$ cat config.mk
export PLATFORM = sky130hd
export DESIGN_NAME = blob_stream_feeder
export DESIGN_NICKNAME = d
export VERILOG_FILES = /design/src/rtl/blob_stream_feeder_pkg.sv /design/src/rtl/blob_stream_feeder_rgb2bin.sv /design/src/rtl/blob_stream_feeder.sv
export SDC_FILE = /design/constraint.sdc
export NUM_CORES = 1
export LEC_CHECK = 0
export BUFFER_PORTS_ARGS = -buffer_cell sky130_fd_sc_hd__clkbuf_2
export CAP_MARGIN = 25
export CORE_MARGIN = 10
export CORE_UTILIZATION = 52
export CTS_CLUSTER_DIAMETER = 150
export DETAILED_ROUTE_END_ITERATION = 6
export GPL_TIMING_DRIVEN = 0
export MAX_ROUTING_LAYER = met4
export PLACE_DENSITY = 0.87
export SETUP_SLACK_MARGIN = 0.15
export SYNTH_ARGS = -nofsm -noshare
export SYNTH_HDL_FRONTEND = slang
export SYNTH_HIERARCHICAL = 1
export SYNTH_SLANG_ARGS = --single-unit
$ cat constraint.sdc
create_clock -name i_clk -period 2.2 [get_ports i_clk]
set_clock_uncertainty 0.1 [all_clocks]
set_input_delay 0.33 -clock i_clk [delete_from_list [all_inputs] [get_ports i_clk]]
set_output_delay 0.33 -clock i_clk [all_outputs]
set_load 0.01 [all_outputs]
$ cat src/rtl/blob_stream_feeder_pkg.sv
// Shared constants and types for the blob labeler and its pixel feeder.
// Frame geometry here must match the labeler build.
package blob_pkg;

  localparam int IMG_ROW = 480;
  localparam int IMG_COL = 640;
  localparam int TOTAL   = IMG_ROW * IMG_COL;
  localparam int PIX_W   = 12;

  typedef logic [PIX_W-1:0] pix_t;

  typedef enum logic [1:0] {
    ST_IDLE        = 2'd0,
    ST_STREAM      = 2'd1,
    ST_PAD         = 2'd2,
    ST_WAIT_RESULT = 2'd3
  } feed_state_t;

endpackage

$ cat src/rtl/blob_stream_feeder_rgb2bin.sv
// Two-stage RGB -> gray -> 1-bit threshold pipeline.
// Threshold and invert travel with the pixel so a frame's first pixel uses its own settings.
module rgb2bin
  import blob_pkg::*;
#(
  parameter int PIX_W = blob_pkg::PIX_W
) (
  input  logic             i_clk,
  input  logic             i_rst_n,
  input  logic             i_valid,
  input  logic [PIX_W-1:0] i_red,
  input  logic [PIX_W-1:0] i_green,
  input  logic [PIX_W-1:0] i_blue,
  input  logic [PIX_W-1:0] i_thr,
  input  logic             i_invert,
  output logic             o_valid,
  output logic             o_bit,
  output logic             o_busy
);

  logic [PIX_W+1:0] w_sum;
  logic [PIX_W-1:0] w_gray;

  logic             r_s1_valid;
  logic [PIX_W-1:0] r_s1_gray;
  logic [PIX_W-1:0] r_s1_thr;
  logic             r_s1_invert;
  logic             r_s2_valid;
  logic             r_s2_bit;

  // R + 2G + B cannot overflow PIX_W+2 bits; dividing by 4 brings it back to PIX_W.
  assign w_sum  = {2'b00, i_red} + {1'b0, i_green, 1'b0} + {2'b00, i_blue};
  assign w_gray = PIX_W'(w_sum >> 2);

  always_ff @(posedge i_clk or negedge i_rst_n) begin
    if (!i_rst_n) begin
      r_s1_valid  <= 1'b0;
      r_s1_gray   <= '0;
      r_s1_thr    <= '0;
      r_s1_invert <= 1'b0;
      r_s2_valid  <= 1'b0;
      r_s2_bit    <= 1'b0;
    end else begin
      r_s1_valid  <= i_valid;
      r_s1_gray   <= w_gray;
      r_s1_thr    <= i_thr;
      r_s1_invert <= i_invert;
      r_s2_valid  <= r_s1_valid;
      if (r_s1_valid)
        r_s2_bit <= r_s1_invert ? (r_s1_gray < r_s1_thr) : (r_s1_gray >= r_s1_thr);
      else
        r_s2_bit <= 1'b0;
    end
  end

  assign o_valid = r_s2_valid;
  assign o_bit   = r_s2_bit;
  assign o_busy  = r_s1_valid | r_s2_valid;

endmodule

$ cat src/rtl/blob_stream_feeder.sv
// Feeds exactly IMG_ROW*IMG_COL binarized pixels per frame to the blob labeler
// and captures the labeler's count (or a timeout) afterwards.
module blob_stream_feeder
  import blob_pkg::*;
#(
  parameter int IMG_ROW        = blob_pkg::IMG_ROW,
  parameter int IMG_COL        = blob_pkg::IMG_COL,
  parameter int PIX_W          = blob_pkg::PIX_W,
  parameter int RESULT_TIMEOUT = 1000000
) (
  input  logic             i_clk,
  input  logic             i_rst_n,
  input  logic             i_pix_valid,
  input  logic             i_sof,
  input  logic [PIX_W-1:0] i_red,
  input  logic [PIX_W-1:0] i_green,
  input  logic [PIX_W-1:0] i_blue,
  input  logic [PIX_W-1:0] i_threshold,
  input  logic             i_invert,
  output logic             o_valid,
  output logic             o_seq,
  input  logic             i_blob_valid,
  input  logic [7:0]       i_blob_count,
  output logic [7:0]       o_count,
  output logic             o_count_valid,
  output logic             o_timeout,
  output logic             o_busy
);

  localparam int FRAME_TOTAL = IMG_ROW * IMG_COL;
  localparam int CNT_W       = $clog2(FRAME_TOTAL + 1);
  localparam int TO_W        = $clog2(RESULT_TIMEOUT + 1);
  localparam logic [CNT_W-1:0] LAST_IDX = CNT_W'(FRAME_TOTAL - 1);
  localparam logic [TO_W-1:0]  TO_LAST  = TO_W'(RESULT_TIMEOUT - 1);

  feed_state_t      r_state;
  feed_state_t      w_next_state;
  logic [CNT_W-1:0] r_in_cnt;
  logic [CNT_W-1:0] r_out_cnt;
  logic [TO_W-1:0]  r_to_cnt;
  logic [PIX_W-1:0] r_thr;
  logic             r_invert;
  logic             r_pad_valid;
  logic             r_count_valid;
  logic             r_timeout;
  logic [7:0]       r_count;

  logic             w_sof_start;
  logic             w_accept;
  logic             w_pad_emit;
  logic [PIX_W-1:0] w_thr;
  logic             w_invert;
  logic             w_pipe_valid;
  logic             w_pipe_bit;
  logic             w_pipe_busy;

  assign w_sof_start = (r_state == ST_IDLE) && i_pix_valid && i_sof;
  assign w_accept    = w_sof_start || ((r_state == ST_STREAM) && i_pix_valid && !i_sof);
  // Padding waits for the pipeline to drain so pad bits never collide with pixel bits.
  assign w_pad_emit  = (r_state == ST_PAD) && !w_pipe_busy;
  assign w_thr       = w_sof_start ? i_threshold : r_thr;
  assign w_invert    = w_sof_start ? i_invert : r_invert;

  rgb2bin #(
    .PIX_W (PIX_W)
  ) u_rgb2bin (
    .i_clk    (i_clk),
    .i_rst_n  (i_rst_n),
    .i_valid  (w_accept),
    .i_red    (i_red),
    .i_green  (i_green),
    .i_blue   (i_blue),
    .i_thr    (w_thr),
    .i_invert (w_invert),
    .o_valid  (w_pipe_valid),
    .o_bit    (w_pipe_bit),
    .o_busy   (w_pipe_busy)
  );

  always_comb begin
    w_next_state = r_state;
    case (r_state)
      ST_IDLE: begin
        if (w_sof_start)
          w_next_state = (FRAME_TOTAL == 1) ? ST_WAIT_RESULT : ST_STREAM;
      end
      ST_STREAM: begin
        if (i_pix_valid) begin
          if (i_sof)
            w_next_state = ST_PAD;
          else if (r_in_cnt == LAST_IDX)
            w_next_state = ST_WAIT_RESULT;
        end
      end
      ST_PAD: begin
        if (w_pad_emit && (r_in_cnt == LAST_IDX))
          w_next_state = ST_WAIT_RESULT;
      end
      ST_WAIT_RESULT: begin
        if (i_blob_valid || (r_to_cnt == TO_LAST))
          w_next_state = ST_IDLE;
      end
      default: w_next_state = ST_IDLE;
    endcase
  end

  // r_in_cnt counts bits issued this frame: accepted pixels, then pad bits.
  always_ff @(posedge i_clk or negedge i_rst_n) begin
    if (!i_rst_n) begin
      r_state       <= ST_IDLE;
      r_in_cnt      <= '0;
      r_out_cnt     <= '0;
      r_to_cnt      <= '0;
      r_thr         <= '0;
      r_invert      <= 1'b0;
      r_pad_valid   <= 1'b0;
      r_count_valid <= 1'b0;
      r_timeout     <= 1'b0;
      r_count       <= '0;
    end else begin
      r_state       <= w_next_state;
      r_pad_valid   <= w_pad_emit;
      r_count_valid <= 1'b0;

      if (w_sof_start) begin
        r_thr     <= i_threshold;
        r_invert  <= i_invert;
        r_in_cnt  <= CNT_W'(1);
        r_timeout <= 1'b0;
      end else if (((r_state == ST_STREAM) && w_accept) || w_pad_emit) begin
        r_in_cnt <= r_in_cnt + 1'b1;
      end

      if (o_valid)
        r_out_cnt <= (r_out_cnt == LAST_IDX) ? '0 : r_out_cnt + 1'b1;

      if (r_state == ST_WAIT_RESULT) begin
        r_to_cnt <= r_to_cnt + 1'b1;
        if (i_blob_valid) begin
          r_count       <= i_blob_count;
          r_count_valid <= 1'b1;
        end else if (r_to_cnt == TO_LAST) begin
          r_timeout <= 1'b1;
        end
      end else begin
        r_to_cnt <= '0;
      end
    end
  end

  assign o_valid       = w_pipe_valid | r_pad_valid;
  assign o_seq         = w_pipe_bit;
  assign o_count       = r_count;
  assign o_count_valid = r_count_valid;
  assign o_timeout     = r_timeout;
  assign o_busy        = (r_state != ST_IDLE);

endmodule

==> run summary <==
The summed negative setup slack over all endpoints was 0 ns; the slew at the pin closest to its max-slew limit was 0.748 ns. The worst slew slack as a fraction of its limit was 0.501. In the synthesized netlist the dominant register cell turns out to be dfrtp_1. 75 I/O pins were placed. The DRC violation count after routing is 0. The leakage power came out at 2.93 nW. CTS built an H-tree with a depth of 3. The wire length per cell after detailed routing is 17.1 um, and the final count of hold timing violations is 0.

The all-layer global routing usage is 0.181, and the total via count after detailed routing is 3908. The flow ran to the end, and the final reports show no timing, DRC or antenna violations. The maximum number of buffers from clock root to sink came out at 2. The number of global-route vias before repair is 4229, and the placed wire-length estimate is 8310 um.

The worst register-to-register path has a setup slack of 0.08 ns. The relative area change from synthesis to final layout is 24.9%, and the post-synth design cell area is 4890 um^2. The library cells used most frequently in the layout, excluding fill and tap cells, are dfrtp_1 (91), clkbuf_2 (76), nand2_1 (63), xnor2_1 (26), nor2_1 (25). Placement row count: 35. For the count of fill cells added during filler insertion, the log shows 677. Share of flip-flops with an asynchronous set or reset: 1.00. The count of pins over their slew limit came out at 0. The fraction of final layout cells sized beyond drive strength 1 is 0.322. In this run the worst hold path is classified as in2reg. The tools report the CTS buffer count as 9. Clock tree synthesis selected as its root buffer the cell clkbuf_8. The signal on the critical path passes through inv_2, ha_4, nor2b_4, a31oi_4, or4_4, or3_1, a21oi_2. The stage delay of the slowest cell on the critical path works out to 0.53 ns. Max-capacitance violation count: 0. Share of the clock period used by the worst path: 0.966.

The initial antenna violation count was 0; the number of cells on the worst hold path was 3. Power spread over the standard cell area amounts to 1010 nW/um^2. For this design, the sink count on the clock tree is 93. The tools report the type of origin of the critical path as a flip-flop. Hold timing on the final database bottoms out at a slack of 0.0751 ns. The die is 117 um wide. For the number of cells produced by synthesis, the log shows 466. The synthesized design contains 93 register bits.

For the pin count of the biggest net entering global routing, the log shows 56. The worst setup path is captured at a flip-flop. After floorplanning, the core was sized to cover 9200 um^2. Clock-pin slew was measured on the worst setup and hold paths at 0.09 ns. For the fraction of the core area covered by cells at the end of the flow, the log shows 0.664. Setup slack on the critical path of the routed design comes to 0.0757 ns.

Across the VDD grid, the largest voltage drop is 468 uV. The smallest clock period supported by the final layout is computed as 2.12 ns. In this run the remaining antenna-violating nets after routing total 0. For this run the aggregate overflow at the end of global routing stands at 0.

The tools report the total power draw as 6.16 mW. Counting cells, the worst reg-to-reg path comes to 7. The wire length of the first global-routing pass came out at 19300 um. On the critical path, the stage with the largest delay is an instance of or4_4. The number of nets in the synthesized netlist is 570. Post-detailed-route via-to-cell ratio: 5.65. The sequential fraction of the synthesis area is 0.476, and the number of synthesized flops with an enable pin is 0. The total length of routed wires is 11800 um, and the final-stage net count is 680.

Yosys printed 6 warnings. Worst reg2reg path endpoint: r_in_cnt[14]. The final setup violation count came out at 0.

For the initial cell density of the core, the log shows 0.531. The count of buffers added on input and output ports is 74. The path with the worst hold slack has its endpoint at r_thr[10]. Routability-driven placement finished with a final weighted congestion of 0.910.

The kind of critical path is reg2reg. The startpoint of the lowest-slack hold path is i_threshold[10]. At the worst endpoint, the required time is 2.39 ns. Data on the critical path arrives at its endpoint at 2.31 ns. For the maximum operating frequency, the log shows 471 MHz. For the worst-skew pair later-pin latency, the log shows 0.36 ns. The average instance in the mapped netlist occupies 10.5 um^2. The first routing iteration left 227 violations. Measured along the y axis, the die boundary spans 117 um. Leaving out fill and tap cells, the most frequent cell in the layout is dfrtp_1. Setup repair after global routing could not meet its margin everywhere.

TritonCTS built the clock tree. The startpoint of the worst-slack reg-to-reg timing path is r_state[0]. Along the worst path, the maximum fanout reaches 5.

Timing analysis after detailed placement gives a worst setup slack of -0.452 ns. The tools report the distinct cell type count of the synthesized netlist as 49. The antenna diode instance count was 0. The floorplan die area is 13700 um^2. The pre-antenna-repair detailed-routing pass consisted of 4 iterations.
[per-layer routing]
| layer | routed length, um | share of wire | track usage | vias up |
|---|---|---|---|---|
| met2 | 6370 | 0.54 | 0.325 | 98 |
| li1 | - | - | - | 1821 |
| met5 | 0 | 0 | - | - |
| met1 | 4800 | 0.41 | 0.196 | 1969 |
| met4 | 234 | 0.020 | 0.0675 | 0 |
| met3 | 394 | 0.033 | 0.0316 | 20 |
[sequential cells by signal, summed over array words and instances, names as in the netlist]
signal	count
r_to_cnt	20
r_invert	1
u_rgb2bin/o_bit	1
o_count_valid	1
o_timeout	1
r_pad_valid	1
r_in_cnt	19
u_rgb2bin/r_s1_gray	12
r_thr	12
u_rgb2bin/r_s1_invert	1
o_count	8
u_rgb2bin/r_s1_thr	12
u_rgb2bin/r_s1_valid	1
u_rgb2bin/o_valid	1
r_state	2
[stage by stage]
step                instance area (um^2)  cells
finish                              6100    692
global route                        6100    692
CTS                                 5980    687
detailed placement                  5570    652
global placement                    5540    651
floorplan                           5030    466
[worst max-delay path by stage]
stage / start / endpoint
after floorplan: i_red[1] / u_rgb2bin/r_s1_gray[9]
after global placement: i_red[1] / u_rgb2bin/r_s1_gray[9]
after detailed placement: i_red[1] / u_rgb2bin/r_s1_gray[9]
after CTS: i_blue[1] / u_rgb2bin/r_s1_gray[11]
after global routing: r_state[0] / r_in_cnt[17]
final: r_state[0] / r_in_cnt[14]
[cells in the mapped netlist, drive strengths merged, types with 2 or more instances]
master | n | share of area
a21o | 4 | 0.0061
nor3b | 2 | 0.0031
inv | 24 | 0.018
or2 | 3 | 0.0038
nor3 | 8 | 0.0082
a211oi | 4 | 0.0061
nor4b | 3 | 0.0054
a31oi | 3 | 0.0038
o21ai | 11 | 0.012
o31ai | 3 | 0.0046
mux2i | 3 | 0.0061
o21a | 3 | 0.0046
xnor2 | 27 | 0.048
and4 | 2 | 0.0041
a31o | 3 | 0.0054
mux2 | 9 | 0.021
xor2 | 10 | 0.018
a311o | 3 | 0.0061
and2 | 19 | 0.024
ha | 30 | 0.077
nor2b | 7 | 0.0090
nand4 | 6 | 0.0077
nand2b | 3 | 0.0038
and3 | 12 | 0.015
nand2 | 66 | 0.051
a21oi | 18 | 0.018
nand3 | 17 | 0.020
nor4 | 4 | 0.0051
fa | 12 | 0.049
dfrtp | 93 | 0.48
or4 | 3 | 0.0054
or3 | 4 | 0.0056
nor2 | 26 | 0.020
clkbuf | 10 | 0.0077
o211ai | 2 | 0.0031
[what timing repair did]
item / in CTS / in global routing
pin swaps: 18 / 14
hold endpoints to repair: 54 / 0
resized for setup: 19 / 26
setup endpoints to repair: 42 / 26
hold buffers: 1 / 0
buffers inserted: 18 / 5
[area by class of cell]
cell class	instances	area, um^2	area share
plain buffers	10	53.8	0.00882
clock buffers	10	138	0.0226
clock inverters	6	52.6	0.00861
inverters	24	97.6	0.0160
multi-input cells	339	2710	0.444
flip-flops and latches	93	2330	0.382
well taps	111	139	0.0228
repair buffers	99	586	0.0959
[logic make-up (layout without fill, tap and decap cells)]
group	after synthesis	count (layout)	synth area share
AO/OA/AOI/OAI	59	59	0.0791
XOR/XNOR	37	37	0.0663
adder cells (fa/ha/maj)	42	42	0.126
buffers and inverters	34	149	0.0261
flip-flops	93	93	0.476
multiplexers	12	12	0.0269
AND/OR/NAND/NOR	189	189	0.199
[report_power, final]
part | internal (mW) | total (mW) | switching (mW) | leakage [nW]
Combinational | 1.24 | 2.63 | 1.39 | 1.63
Sequential | 2.20 | 2.43 | 0.231 | 1.20
Clock | 0.463 | 1.10 | 0.638 | 0.0971
[worst max-delay path: cells and delay by family (launching register included)]
family,cells,cell delay [ns]
buffers and inverters,1,0.12
and+or+nand+nor,3,1.05
AOI/OAI and AO/OA,2,0.20
DFF,1,0.41
adders and majority gates,1,0.17
No activity file was read; power rests on OpenSTA's default activity.
